`src/rtl/arbitro_saldo_pkg.sv`:
```
// Shared types and constants for the shared-balance arbiter.
package arbitro_saldo_pkg;

   localparam int unsigned ANCHO_SALDO_DEF = 64;
   localparam int unsigned ANCHO_MONTO_DEF = 32;

   // Request type encoding as seen on tipo_0 / tipo_1.
   localparam logic DEPOSITO = 1'b0;
   localparam logic RETIRO   = 1'b1;

   typedef enum logic [1:0] {
      StIdle,
      StCheck,
      StCommit
   } estado_t;

endpackage

```
`src/rtl/selector_rr.sv`:
```
// Two-way round-robin pick: on a tie, the port that was not served last wins.
module selector_rr
   import arbitro_saldo_pkg::*;
(
   input  logic [1:0] pending,
   input  logic       ultimo,
   output logic       sel,
   output logic       valid
);

   // Pick the single pending port, or the one other than ultimo when both wait.
   always_comb begin
      valid = |pending;
      if (&pending) begin
         sel = ~ultimo;
      end else begin
         sel = pending[1];
      end
   end

endmodule

```
`src/rtl/arbitro_saldo.sv`:
```
// Shared-balance arbiter: two teller ports, round-robin grant, funds and
// overflow checking, atomic balance commit with per-port completion pulses.
module arbitro_saldo
   import arbitro_saldo_pkg::*;
#(
   parameter int unsigned ANCHO_SALDO = ANCHO_SALDO_DEF,
   parameter int unsigned ANCHO_MONTO = ANCHO_MONTO_DEF
) (
   input  logic                   clk,
   input  logic                   reset,
   input  logic [ANCHO_SALDO-1:0] balance_inicial,
   input  logic                   stb_0,
   input  logic                   stb_1,
   input  logic                   tipo_0,
   input  logic                   tipo_1,
   input  logic [ANCHO_MONTO-1:0] monto_0,
   input  logic [ANCHO_MONTO-1:0] monto_1,
   output logic                   busy_0,
   output logic                   busy_1,
   output logic                   done_0,
   output logic                   done_1,
   output logic                   ok_0,
   output logic                   ok_1,
   output logic                   fondos_insuf_0,
   output logic                   fondos_insuf_1,
   output logic [ANCHO_SALDO-1:0] balance,
   output logic                   balance_actualizado
);

   estado_t                estado_q, estado_d;
   logic [1:0]             pending_q, pending_d;
   logic [1:0]             tipo_q, tipo_d;
   logic [ANCHO_MONTO-1:0] monto0_q, monto0_d;
   logic [ANCHO_MONTO-1:0] monto1_q, monto1_d;
   logic                   ultimo_q, ultimo_d;
   logic                   sel_q, sel_d;
   logic                   res_ok_q, res_ok_d;
   logic                   res_insuf_q, res_insuf_d;
   logic [ANCHO_SALDO-1:0] nuevo_q, nuevo_d;
   logic [ANCHO_SALDO-1:0] balance_q, balance_d;
   logic [1:0]             done_q, done_d;
   logic [1:0]             ok_q, ok_d;
   logic [1:0]             insuf_q, insuf_d;
   logic                   act_q, act_d;
   logic [1:0]             clr_pend;

   logic                   rr_sel;
   logic                   rr_valid;
   logic                   tipo_sel;
   logic [ANCHO_MONTO-1:0] monto_sel;
   logic [ANCHO_SALDO-1:0] monto_ext;
   logic [ANCHO_SALDO:0]   suma;
   logic                   retiro_insuf;

   selector_rr u_selector_rr (
      .pending (pending_q),
      .ultimo  (ultimo_q),
      .sel     (rr_sel),
      .valid   (rr_valid)
   );

   // Operands of the selected slot; the extra sum bit catches balance overflow.
   always_comb begin
      tipo_sel     = tipo_q[sel_q];
      monto_sel    = sel_q ? monto1_q : monto0_q;
      monto_ext    = ANCHO_SALDO'(monto_sel);
      suma         = {1'b0, balance_q} + {1'b0, monto_ext};
      retiro_insuf = monto_ext > balance_q;
   end

   // Request capture: a strobe is taken only while its slot is free.
   always_comb begin
      pending_d = pending_q & ~clr_pend;
      tipo_d    = tipo_q;
      monto0_d  = monto0_q;
      monto1_d  = monto1_q;
      if (stb_0 && !pending_q[0]) begin
         pending_d[0] = 1'b1;
         tipo_d[0]    = tipo_0;
         monto0_d     = monto_0;
      end
      if (stb_1 && !pending_q[1]) begin
         pending_d[1] = 1'b1;
         tipo_d[1]    = tipo_1;
         monto1_d     = monto_1;
      end
   end

   // Result evaluation, registered during CHECK and consumed in COMMIT.
   always_comb begin
      res_ok_d    = res_ok_q;
      res_insuf_d = res_insuf_q;
      nuevo_d     = nuevo_q;
      if (estado_q == StCheck) begin
         if (tipo_sel == DEPOSITO) begin
            res_ok_d    = ~suma[ANCHO_SALDO];
            res_insuf_d = 1'b0;
            nuevo_d     = suma[ANCHO_SALDO-1:0];
         end else begin
            res_ok_d    = ~retiro_insuf;
            res_insuf_d = retiro_insuf;
            nuevo_d     = balance_q - monto_ext;
         end
      end
   end

   // FSM next state: grant in IDLE, then one cycle each for CHECK and COMMIT.
   always_comb begin
      estado_d = estado_q;
      sel_d    = sel_q;
      case (estado_q)
         StIdle: begin
            if (rr_valid) begin
               sel_d    = rr_sel;
               estado_d = StCheck;
            end
         end
         StCheck:  estado_d = StCommit;
         StCommit: estado_d = StIdle;
         default:  estado_d = StIdle;
      endcase
   end

   // FSM outputs: COMMIT applies the balance, pulses DONE and frees the slot.
   always_comb begin
      done_d    = '0;
      ok_d      = '0;
      insuf_d   = '0;
      act_d     = 1'b0;
      clr_pend  = '0;
      balance_d = balance_q;
      ultimo_d  = ultimo_q;
      if (estado_q == StCommit) begin
         done_d[sel_q]   = 1'b1;
         ok_d[sel_q]     = res_ok_q;
         insuf_d[sel_q]  = res_insuf_q;
         clr_pend[sel_q] = 1'b1;
         ultimo_d        = sel_q;
         if (res_ok_q) begin
            balance_d = nuevo_q;
            act_d     = 1'b1;
         end
      end
   end

   // State register; reset reloads the balance and drops any in-flight work.
   always_ff @(posedge clk) begin
      if (!reset) begin
         estado_q    <= StIdle;
         pending_q   <= '0;
         tipo_q      <= '0;
         monto0_q    <= '0;
         monto1_q    <= '0;
         ultimo_q    <= 1'b1;
         sel_q       <= 1'b0;
         res_ok_q    <= 1'b0;
         res_insuf_q <= 1'b0;
         nuevo_q     <= '0;
         balance_q   <= balance_inicial;
         done_q      <= '0;
         ok_q        <= '0;
         insuf_q     <= '0;
         act_q       <= 1'b0;
      end else begin
         estado_q    <= estado_d;
         pending_q   <= pending_d;
         tipo_q      <= tipo_d;
         monto0_q    <= monto0_d;
         monto1_q    <= monto1_d;
         ultimo_q    <= ultimo_d;
         sel_q       <= sel_d;
         res_ok_q    <= res_ok_d;
         res_insuf_q <= res_insuf_d;
         nuevo_q     <= nuevo_d;
         balance_q   <= balance_d;
         done_q      <= done_d;
         ok_q        <= ok_d;
         insuf_q     <= insuf_d;
         act_q       <= act_d;
      end
   end

   assign busy_0              = pending_q[0];
   assign busy_1              = pending_q[1];
   assign done_0              = done_q[0];
   assign done_1              = done_q[1];
   assign ok_0                = ok_q[0];
   assign ok_1                = ok_q[1];
   assign fondos_insuf_0      = insuf_q[0];
   assign fondos_insuf_1      = insuf_q[1];
   assign balance             = balance_q;
   assign balance_actualizado = act_q;

endmodule

```
`config.mk`:
```
export PLATFORM = sky130hd
export DESIGN_NAME = arbitro_saldo
export DESIGN_NICKNAME = d
export VERILOG_FILES = /design/src/rtl/arbitro_saldo_pkg.sv /design/src/rtl/selector_rr.sv /design/src/rtl/arbitro_saldo.sv
export SDC_FILE = /design/constraint.sdc
export NUM_CORES = 1
export LEC_CHECK = 0
export ABC_CLOCK_PERIOD_IN_PS = 4500
export BUFFER_PORTS_ARGS = -buffer_cell sky130_fd_sc_hd__buf_2
export CORE_ASPECT_RATIO = 2
export CORE_MARGIN = 2
export CORE_UTILIZATION = 29
export DETAILED_ROUTE_END_ITERATION = 8
export HOLD_SLACK_MARGIN = 0.1
export SLEW_MARGIN = 10
export SYNTH_ARGS = -nofsm -noshare
export SYNTH_HDL_FRONTEND = slang
export SYNTH_SLANG_ARGS = --single-unit
```
`constraint.sdc`:
```
create_clock -name clk -period 4.5 [get_ports clk]
set_input_delay 0.225 -clock clk [delete_from_list [all_inputs] [get_ports clk]]
set_output_delay 0.225 -clock clk [all_outputs]
set_load 0.02 [all_outputs]
```
* After elaboration in Yosys (flattened, before gate mapping) *
Index checks and enable logic that the tools add are counted.

cells by class
  multiplexer cells = 18
  equality and inequality tests = 5
  magnitude comparators = 3
  bitwise gates (word level) = 7
  reduce and logical (&&, ||, !) cells = 11
  $add $sub $neg = 2

operator list
  cell                                                        count
  2-to-1 mux 64 bit                                           4
  adder 64 x 32 -> 65 bit                                     1
  > comparator 32 x 64 -> 1 bit                               1
  subtractor 64 x 32 -> 64 bit                                1
  2-to-1 mux 32 bit                                           1
  2-to-1 mux 1 bit                                            9
  AND reduction 2 bit                                         4
  bitwise AND 2 bit                                           3
  2-to-1 mux 2 bit                                            2
  != test 2 x 1 -> 1 bit, second input constant               2
  case mux 2 bit (2 select lines)                             1
  logical AND 1 bit                                           3
  NOT 1 bit                                                   3
  equality test 2 x 1 -> 1 bit, second input constant         1
  equality test 2 bit, second input constant                  1
  zero test 1 bit                                             2
  zero test 2 bit                                             1
  less-than comparator 1 x 2 -> 1 bit, second input constant  1
  != test 2 bit, second input constant                        1
  NOT 2 bit                                                   1
  OR reduction 2 bit                                          1
  demux 1 bit (select 1 bit)                                  1
  >= comparator 1 bit, second input constant                  1

storage, ports and cells
  flip-flop bits (word level) = 209
  bits of input ports = 134
  logic and storage cells = 62

* Longest topological paths before layout *
Gate-level depths: netlist (run 1).

  depth after elaboration = 8
  mapped depth = 15
  mapped depth without buffers = 12

* By module *
From an unflattened synthesis (run 1), not the netlist that was laid out.

second synthesis, totals
  cell total of the unflattened synthesis = 1704
  area, all modules = 13765.7 µm²

modules (own cells, without submodules)
  module         area an instance (µm²)  instances  seq. area each (µm²)  cells an instance
  arbitro_saldo  13751.9                 1          4824.6                1702
  selector_rr    13.8                    1          0.0                   2

* Least setup slack after synthesis (run 1) *
Ideal clock, no wire load.

  path kind = register to register
  start point = register sel_q
  end point = register nuevo_q[61]
  period minus slack after synthesis = 4.177 ns
  setup time = 0.122 ns
  arrival = 4.054 ns
  required time = 4.378 ns
  stages on the path, launching flop included = 15
  path slack = 0.323 ns
  cell sequence = dfxtp_1 buf_1 buf_1 mux2i_1 ha_1 buf_6 or4_4 nor2_2 o311ai_1 a311o_1 a2111oi_4 o21ai_1 nor4_1 or3_1 nand3_1

on the way
  longest elaborated chain between the ends = 3

RTL lines
  element                                                RTL line                                  source
  start, declared                                        arbitro_saldo.sv:36                       logic sel_q, sel_d;
  start signal, assigned                                 arbitro_saldo.sv:171                      sel_q <= sel_d;
  2-to-1 mux 32 bit or 2-to-1 mux 1 bit (tied branches)  arbitro_saldo.sv:65, arbitro_saldo.sv:64
  adder 64 x 32 -> 65 bit, or another cell as far along  arbitro_saldo.sv:67                       suma = {1'b0, balance_q} + {1'b0, monto_ext};
  2-to-1 mux 64 bit *                                    arbitro_saldo.sv:95                       if (tipo_sel == DEPOSITO) begin
  end signal, assigned                                   arbitro_saldo.sv:174                      nuevo_q <= nuevo_d;
  end, declared                                          arbitro_saldo.sv:39                       logic [ANCHO_SALDO-1:0] nuevo_q, nuevo_d;

Every way passes the cells marked *; elsewhere a longest branch is shown, timed or not. The select of a mux whose other input is x is not followed.
A chain may end at the register's enable or synchronous reset.

* Worst setup path in the final report (run 1) *
  start point = register sel_q
  end point = register res_ok_q

on the way
  longest elaborated chain between the ends = 4

RTL lines
  element                                                                   RTL line                                   source
  2-to-1 mux 32 bit                                                         arbitro_saldo.sv:65                        monto_sel = sel_q ? monto1_q : monto0_q;
  adder 64 x 32 -> 65 bit or > comparator 32 x 64 -> 1 bit (tied branches)  arbitro_saldo.sv:67, arbitro_saldo.sv:68
  NOT 1 bit (on tied branches)                                              arbitro_saldo.sv:96, arbitro_saldo.sv:100
  2-to-1 mux 1 bit *                                                        arbitro_saldo.sv:95
  end signal, assigned                                                      arbitro_saldo.sv:172                       res_ok_q <= res_ok_d;
  end, declared                                                             arbitro_saldo.sv:37                        logic res_ok_q, res_ok_d;

Marked as above.

==> impl_metrics.tcl, run 1 <==
set metrics [dict create \
    track_usage_pct 22.8 \
    multi_input_area_um2 7940 \
    finalNetCount 2140 \
    vdd_drop_max_v 0.000361 \
    p_per_area_nw_per_um2 337 \
    drt_wl_total_mm 56.6 \
    synth-xor-area-share_pct 2.01 \
    final_cell_mix "nand2_1, buf_2, a21oi_1" \
    cp_max_fo 12 \
    hold_viol 0 \
    antenna_cells 0 \
    io_buffers 206 \
    synth_edf_count 64 \
    dieArea_um2 48400 \
    cts.path.max_buffers 3 \
    start_kind "register" \
    dr.pass1.iters 5 \
    wl_per_cell_um 22.5 \
    hold_path_class "in2reg" \
    drv_slew 0 \
    top_usage_layer "met2" \
    seqCellArea_um2 4830 \
    synth_ff_type "dfxtp_1" \
    grt_overflow 0 \
    crit_arrival_ps 4690 \
    worstPathRequired_ps 4900 \
    async_reset_ff_share_pct 0 \
    synthAdderAreaFrac_pct 6.60 \
    clock_latency_ps 560 \
    drc 0 \
    ys.warnings.count 0 \
    setup_tns_ps 0 \
    status "finished clean" \
    grt_pass1_wl_mm 82.6 \
    met3_usage_pct 1.82 \
    power_leakage_nw 7.15 \
    grt_pass1_vias 14000 \
    setup_viol 0 \
    slowest_delay_ps 590 \
    fmax_ghz 0.233 \
    core_um2 45800 \
    setup.worst_path.end_class "register" \
    die_w_um 157 \
    ios 207 \
    maxCapViolations 0 \
    slew_headroom_pct 30.5 \
    vias_per_cell 5.47 \
    synth_largest_area_cell "dfxtp_1" \
    dr.first_iter.drc_count 748 \
    h-tree-depth 1 \
    synth_top_area_share_pct 21.5 \
    dieHeight_um 309 \
    synth-simple-area-share_pct 20.4 \
    antenna_found_initial 0 \
    num_vias 13800 \
    rsz0062_at_grt "false" \
    synth-seq-area-share_pct 35.8 \
    cts_tree "done" \
    post-route-period-util_pct 95.4 \
    reg2reg_slack_ps 210 \
    area_growth_pct 28.9 \
    grt_max_degree 101 \
    use_met1_pct 21.5 \
    ant_nets 0 \
    synth_top_family_by_area "compound AO/OA/AOI/OAI gates" \
    initial_core_util_pct 29.4 \
    synth_area_um2 13500 \
    clk_pin_slew_ps 70 \
    cp_cell_sequence "buf_12 -> buf_4 -> mux2i_1 -> ha_1 -> or2_2 -> or3_1 -> a21oi_1 -> o31ai_1 -> o211ai_1 -> o211ai_1 -> buf_4 -> o41ai_1 -> o21ai_0" \
    worst_path_max_delay_cell "o41ai_1" \
    grt_util_met2_pct 44.9 \
    postCtsSetupRepairBufs 0 \
    synth_nets 1828 \
    syn_inst 1624 \
    yosys_register_bits 209 \
    hpwl_mm 43.6 \
    fin_crit_ps 4290 \
    crit_type "reg2reg" \
    yosys-mux-area-fraction_pct 7.57 \
    finalPower_mw 5.86 \
    synth_compound_area_share_pct 21.9 \
    drive_gt1_share_pct 20.5 \
    synthTopCellsByArea "dfxtp_1, edfxtp_1, nand2_1, ha_1, a21oi_1" \
    cts_made_buffers 22 \
    cts_root_buf "clkbuf_16" \
    skew_ps 35.5 \
    final_common_cell "nand2_1" \
    gp_congestion 0.976 \
    nFillCells 4766 \
    cts.sinks 209 \
    tightest_slew_ps 1040 \
    avgSynthCellArea_um2 8.31 \
    rows 111 \
    yosysUniqueCellTypes 90 \
]
==> per-layer routing <==
layer / part of all wire (%) / vias to the layer above
li1: - / 6522
met5: 0 / -
met1: 33 / 6600
met2: 55 / 466
met3: 3.6 / 186
met4: 8.5 / 0
==> layout make-up <==
class                   instances  area share, %
clock buffers                  31           3.78
clock inverters                 9          0.633
inverters                      88           1.91
multi-input cells            1217           45.6
flip-flops and latches        209           27.7
well taps                     565           4.06
repair buffers                398           16.2
==> through the flow <==
step / hold WS [ps] / util (%) / cells / setup WS (ps) / area [um2]
finish: 140 / 38.0 / 2517 / 209 / 17400
global route: 170 / 38.0 / 2517 / 9.82 / 17400
CTS: 128 / 37.9 / 2517 / 242 / 17400
detailed placement: 448 / 33.4 / 2347 / 268 / 15300
global placement: 445 / 33.4 / 2347 / 384 / 15300
floorplan: 361 / - / 1624 / 323 / 13500
==> cell families after synthesis <==
logic type / Yosys count
AOI/OAI and AO/OA: 444
xor gates and xnor gates: 31
adders and majority gates: 70
buffers and inverters: 198
DFF: 209
muxes: 95
and+or+nand+nor: 577
==> repair_timing <==
action                     in CTS  in global routing
gates resized for setup         0                  3
hold buffers                  130                  0
setup endpoints to repair       0                  2
hold endpoints to repair      130                  0
==> worst max-delay path: cells and delay by family, from the launching register on <==
family | cells | cell delay, ps
simple gates | 2 | 760
fa+ha+maj | 1 | 430
flops | 1 | 500
mux | 1 | 350
buf+inv | 3 | 650
compound gates | 6 | 1420
==> where the power goes <==
part / internal [mW] / total, mW / leakage, nW / switching (mW)
Combinational: 0.620 / 1.61 / 4.94 / 0.990
Clock: 1.15 / 2.00 / 0.378 / 0.859
Sequential: 2.10 / 2.25 / 1.84 / 0.151
Total: 3.86 / 5.86 / 7.15 / 2.00
==> Yosys cell counts, types with 11 or more instances <==
master,count
nand2_1,229
a21oi_1,153
dfxtp_1,145
nor2_1,89
inv_1,87
clkbuf_1,77
ha_1,68
nand3_1,67
edfxtp_1,64
o21ai_0,64
mux2_2,56
nor3_1,44
mux2i_1,39
xnor2_1,27
a211oi_1,26
a21o_1,22
or3_1,21
o211ai_1,20
buf_1,18
nor4_1,18
and3_1,17
nand4_1,17
a31oi_1,15
buf_2,12
and2_1,11
nand2b_1,11
o21a_1,11
o21bai_1,11
o221ai_1,11
==> path summary, 6_finish.rpt <==
kind	from	to	cells past startpoint
setup / recovery	sel_q	res_ok_q	13
hold / removal	stb_1	monto1_q[31]	4
setup reg to reg	sel_q	res_ok_q	13
hold reg to reg	monto1_q[30]	monto1_q[30]	2
==> state kept, by name (all words and copies together) (netlist names) <==
| name | count |
|---|---|
| balance | 64 |
| nuevo_q | 64 |
| monto0_q | 32 |
| monto1_q | 32 |
| done_q | 2 |
| estado_q | 2 |
| insuf_q | 2 |
| ok_q | 2 |
| pending_q | 2 |
| tipo_q | 2 |
| balance_actualizado | 1 |
| res_insuf_q | 1 |
| res_ok_q | 1 |
| sel_q | 1 |
| ultimo_q | 1 |
No activity file was read; power rests on OpenSTA's default activity.
==> run 2: changes to the inputs <==
--- a/config.mk
+++ b/config.mk
@@ -9,7 +9,7 @@
 export BUFFER_PORTS_ARGS = -buffer_cell sky130_fd_sc_hd__buf_2
 export CORE_ASPECT_RATIO = 2
 export CORE_MARGIN = 2
-export CORE_UTILIZATION = 29
+export CORE_UTILIZATION = 25
 export DETAILED_ROUTE_END_ITERATION = 8
 export HOLD_SLACK_MARGIN = 0.1
 export SLEW_MARGIN = 10
==> run 2 against run 1 <==
Effect of this change:
- clock power barely moved
- via count down 0.40%
- register-to-register slack got worse by 170 ps
- final cell count is 4.8% higher
- first-iteration DRC count is 14% lower
- hold slack got worse by 4.4 ps
- wire length grew 3.7%
- critical endpoint unchanged
==> impl_metrics.tcl, run 2 (same netlist as run 1, synthesis figures left out) <==
set metrics [dict create \
    dieHeight_um 333 \
    power_leakage_nw 7.23 \
    nFillCells 5665 \
    tightest_slew_ps 965 \
    post-route-period-util_pct 99.2 \
    drc 0 \
    rows 120 \
    fin_crit_ps 4470 \
    worst_path_max_delay_cell "o41ai_1" \
    io_buffers 206 \
    fmax_ghz 0.224 \
    track_usage_pct 20.5 \
    final_common_cell "nand2_1" \
    drt_wl_total_mm 58.7 \
    dr.pass1.iters 5 \
    p_per_area_nw_per_um2 335 \
    hpwl_mm 46.2 \
    vias_per_cell 5.20 \
    hold_viol 0 \
    clk_pin_slew_ps 80 \
    multi_input_area_um2 7930 \
    clock_latency_ps 560 \
    seqCellArea_um2 4830 \
    slowest_delay_ps 580 \
    initial_core_util_pct 25.2 \
    vdd_drop_max_v 0.000226 \
    antenna_found_initial 0 \
    setup_viol 0 \
    grt_max_degree 65 \
    critPathBufInv 3 \
    setup.worst_path.end_class "register" \
    cts_made_buffers 22 \
    ant_nets 0 \
    antenna_cells 0 \
    crit_arrival_ps 4880 \
    area_growth_pct 30.8 \
    cp_max_fo 13 \
    dieArea_um2 55900 \
    slew_headroom_pct 35.6 \
    drv_slew 0 \
    cts_root_buf "clkbuf_16" \
    ios 207 \
    num_vias 13700 \
    skew_ps 23.8 \
    h-tree-depth 1 \
    grt_pass1_wl_mm 86.3 \
    path_delay_family "compound AO/OA/AOI/OAI gates" \
    cts_tree "done" \
    hold_ws_ps 135 \
    dp_slack_ps 118 \
    wl_per_cell_um 22.3 \
    cts.sinks 209 \
    grt_pass1_vias 14100 \
    drive_gt1_share_pct 21.1 \
    final_cell_mix "nand2_1, buf_2, a21oi_1" \
    dr.first_iter.drc_count 642 \
    die_w_um 168 \
    worstPathRequired_ps 4910 \
    status "finished clean" \
    cp_cell_sequence "buf_12 -> buf_4 -> mux2i_1 -> ha_1 -> or2_2 -> or3_1 -> a21oi_1 -> o31ai_1 -> o211ai_1 -> o211ai_1 -> buf_4 -> o41ai_1 -> o21ai_0" \
    rsz0062_at_grt "true" \
    fin_ws_ps 34.2 \
    crit_type "reg2reg" \
    cts.path.max_buffers 3 \
    place_area_um2 15500 \
    stdcell_area_um2 17600 \
    maxCapViolations 0 \
    core_um2 53500 \
    gp_congestion 0.959 \
    hold_path_class "in2reg" \
    finalNetCount 2155 \
    start_kind "register" \
    grt_overflow 0 \
]
run 2: cell count changes in the layout (fill, tap and decap cells not counted), sizes merged:
cell,delta
buf,+16
clkbuf,+5
clkinv,-4
bufinv,-1
dlygate4sd3,-1
run 2: worst min-delay path: stages:
cell and delay (ps):
buf_2 100, nor2b_2 160, nand2_1 90, a21oi_1 60
run 2: path summary, 6_finish.rpt:
| kind | startpoint | endpoint | slack, ps | cells past startpoint |
|---|---|---|---|---|
| worst max-delay path | sel_q | res_ok_q | 30 | 13 |
| worst min-delay path | stb_0 | monto0_q[0] | 140 | 4 |
| worst max register to register | sel_q | res_ok_q | 30 | 13 |
| worst min register to register | monto1_q[23] | monto1_q[23] | 450 | 2 |
run 2: repair_timing:
action,4_1_cts,5_1_grt
resized for setup,0,2
setup buffers,0,2
hold endpoints to repair,129,0
hold buffers,129,0
endpoints found under the setup margin,0,12
run 2: layer usage:
| layer | wire, um | up-vias | share of wire (%) | global-route usage, % |
|---|---|---|---|---|
| met1 | 20300 | 6578 | 35 | 19.7 |
| met3 | 2070 | 145 | 3.5 | 2.07 |
| met5 | 0 | - | 0 | 0 |
| met2 | 32500 | 437 | 55 | 40.9 |
| met4 | 3860 | 0 | 6.6 | 12.3 |
| li1 | - | 6559 | - | - |
run 2: stage by stage:
stage	TNS (ps)	utilization (%)	power, mW	std cells
after CTS	0	33.0	5.98	2636
after global placement	0	29.1	3.83	2467
after global routing	-203	33.0	6.17	2638
after floorplan	0	-	3.19	1624
final	0	33.0	5.91	2638
after detailed placement	0	29.1	3.84	2467
run 2: power by group:
group | switching (mW) | total (mW) | internal [mW]
Clock | 0.830 | 2.02 | 1.19
Sequential | 0.153 | 2.25 | 2.10
Combinational | 1.01 | 1.64 | 0.633
Total | 1.99 | 5.91 | 3.92
run 2: layout make-up:
cell class,instances,area share [%]
well taps,671,4.76
flip-flops and latches,209,27.4
repair buffers,413,16.6
multi-input cells,1217,44.9
clock inverters,4,0.298
inverters,88,1.88
clock buffers,36,4.19
==> run 3: changes to the inputs <==
--- a/config.mk
+++ b/config.mk
@@ -15,4 +15,5 @@
 export SLEW_MARGIN = 10
 export SYNTH_ARGS = -nofsm -noshare
 export SYNTH_HDL_FRONTEND = slang
+export SYNTH_HIERARCHICAL = 1
 export SYNTH_SLANG_ARGS = --single-unit
==> run 3 against run 2 <==
Effect of this change:
- non-clock buffer count down 7
- synthesized cell count up 4.9%
- hold slack better by 12 ps
- final cell count up 2.8%
- die area up 2.0%
- critical path type unchanged
- critical endpoint is now nuevo_q[43]
- largest cell class unchanged
==> impl_metrics.tcl, run 3 <==
set metrics [dict create \
    clk_pin_slew_ps 70 \
    syn_inst 1704 \
    ios 207 \
    rsz0062_at_grt "false" \
    cts_root_buf "clkbuf_16" \
    grt_max_degree 117 \
    synth_compound_area_share_pct 21.7 \
    maxCapViolations 0 \
    slew_headroom_pct 30.0 \
    hold_viol 0 \
    core_um2 54500 \
    power_leakage_nw 7.35 \
    fin_crit_ps 4100 \
    synth_area_um2 13800 \
    cts_tree "done" \
    internal_power_mw 3.94 \
    track_usage_pct 20.7 \
    grt_overflow 0 \
    status "finished clean" \
    vias_per_cell 5.28 \
    worstPathRequired_ps 5010 \
    cts_made_buffers 22 \
    p_per_area_nw_per_um2 333 \
    synth.most_common_cell "nand2_1" \
    p_clk_share_pct 35.3 \
    synth_top_family_by_area "simple AND/OR/NAND/NOR gates" \
    yosysUniqueCellTypes 89 \
    netlist_top_cells_count "nand2_1, a21oi_1, dfxtp_1" \
    ant_nets 0 \
    synth-seq-area-share_pct 35.0 \
    worstSetupStartpoint "sel_q" \
    hpwl_mm 46.8 \
    cp_cell_sequence "buf_12 -> mux2i_1 -> ha_1 -> inv_2 -> a21oi_1 -> o31ai_1 -> a31oi_1 -> or3_1 -> o21a_1 -> or4_1 -> a2111oi_0 -> a311o_1" \
    critPathBufInv 2 \
    post-route-period-util_pct 91.2 \
    num_vias 14300 \
    clock_latency_ps 560 \
    wl_per_cell_um 22.3 \
    skew_ps 19.7 \
    finalNetCount 2224 \
    cp_max_fo 23 \
    start_kind "register" \
    synth-simple-area-share_pct 22.1 \
    p_sw_mw 2.03 \
    final_cell_mix "nand2_1, buf_2, a21oi_1" \
    vdd_drop_max_v 0.000210 \
    initial_core_util_pct 25.3 \
    setup.worst_path.end_class "register" \
    antenna_cells 0 \
    drt_wl_total_mm 60.4 \
    finalPower_mw 5.97 \
    cts.path.max_buffers 3 \
    drc 0 \
    crit_type "reg2reg" \
    setup_tns_ps 0 \
    synthTopCellsByArea "dfxtp_1, edfxtp_1, nand2_1, a21oi_1, ha_1" \
    dieArea_um2 57100 \
    tightest_slew_ps 1050 \
    synth_nets 1908 \
    cts_resized 0 \
    gp_congestion 0.956 \
    io_buffers 206 \
    async_reset_ff_share_pct 0 \
    worst_path_max_delay_cell "or4_1" \
    grt_pass1_vias 14500 \
    h-tree-depth 1 \
    rows 121 \
    switching_share_pct 34.0 \
    synthAdderAreaFrac_pct 6.47 \
    dieHeight_um 336 \
    slowest_delay_ps 540 \
    yosys_register_bits 209 \
    power_frac_seq_pct 37.5 \
    comb_power_share_pct 27.2 \
    avgSynthCellArea_um2 8.08 \
    timing.rr.start "sel_q" \
    hold_path_class "in2reg" \
    die_w_um 170 \
    fmax_ghz 0.244 \
    ys.warnings.count 6 \
    cts.sinks 209 \
    drv_slew 0 \
    final_common_cell "nand2_1" \
    holdCritStartpoint "balance_inicial[19]" \
    dp_slack_ps 402 \
    setup_viol 0 \
    grt_pass1_wl_mm 89.3 \
    path_delay_family "compound AO/OA/AOI/OAI gates" \
    synth_ff_type "dfxtp_1" \
    synth_top_area_share_pct 21.1 \
    instances_no_fill 2712 \
    synth-xor-area-share_pct 2.04 \
    dp.cells 2543 \
    postCtsSetupRepairBufs 0 \
    antenna_found_initial 0 \
    synth_edf_count 64 \
    dr.pass1.iters 7 \
    drive_gt1_share_pct 19.1 \
    yosys-mux-area-fraction_pct 6.61 \
    synth_largest_area_cell "dfxtp_1" \
    fin_ws_ps 395 \
    area_growth_pct 30.1 \
    dr.first_iter.drc_count 846 \
    crit_arrival_ps 4610 \
]
-- run 3: cell types whose count changed in the layout (fill, tap and decap cells not counted), sizes merged, moves of 9 or more --
cell / delta
nand3: -9
nand4: +17
or3: +9
and3: +13
nand2: +16
mux2: -12
inv: +16
a21oi: +20
-- run 3: layout make-up --
class,instances,area (um2)
repair buffers,406,2900
inverters,102,384
well taps,676,846
clock buffers,30,643
multi-input cells,1279,8150
flip-flops and latches,209,4830
fillers,5799,36600
clock inverters,10,163
-- run 3: logic make-up (layout without fill, tap and decap cells) --
logic type,after synthesis,in the layout
AO/OA/AOI/OAI,463,463
XOR/XNOR,32,32
adder cells (fa/ha/maj),70,70
buffers and inverters,216,548
flip-flops,209,209
multiplexers,85,85
AND/OR/NAND/NOR,629,629
-- run 3: stage by stage --
stage | cell area [um2] | hold slack [ps] | utilization, %
after floorplan | 13800 | 361 | -
after global placement | 15800 | 440 | 29.0
after detailed placement | 15800 | 446 | 29.0
after CTS | 17900 | 122 | 32.9
after global routing | 17900 | 166 | 32.9
final | 17900 | 147 | 32.9
-- run 3: routing by layer --
| layer | up-vias | wire (um) | global-route usage (%) |
|---|---|---|---|
| li1 | 6814 | - | - |
| met1 | 6818 | 22500 | 22.2 |
| met2 | 518 | 31100 | 38.3 |
| met3 | 174 | 2450 | 1.87 |
| met4 | 0 | 4290 | 13.6 |
| met5 | - | 0 | 0 |
-- run 3: worst register-to-register path: cells and delay by family (launching register included) --
family	cells	cell delay, ps
DFF	1	350
and+or+nand+nor	2	930
muxes	1	320
buffers and inverters	2	330
adders and majority gates	1	420
AOI/OAI and AO/OA	6	1700
-- run 3: power groups by stage --
| stage | Clock [mW] | Combinational (mW) | Sequential [mW] |
|---|---|---|---|
| after global routing | 2.21 | 1.75 | 2.25 |
| after floorplan | 0 | 0.900 | 2.27 |
| after detailed placement | 0 | 1.52 | 2.28 |
| after CTS | 2.16 | 1.62 | 2.24 |
| after global placement | 0 | 1.52 | 2.28 |
| final | 2.11 | 1.62 | 2.24 |
-- run 3: path summary, 6_finish.rpt --
check	end	cells past startpoint	slack, ps
min	balance[19]	3	150
max reg2reg	nuevo_q[43]	12	400
min reg2reg	monto0_q[31]	2	450
max	nuevo_q[43]	12	400
-- run 3: repair_timing --
action | in CTS | in global routing
endpoints found under the setup margin | 0 | 0
hold buffers | 129 | 0
endpoints found under the hold margin | 129 | 0
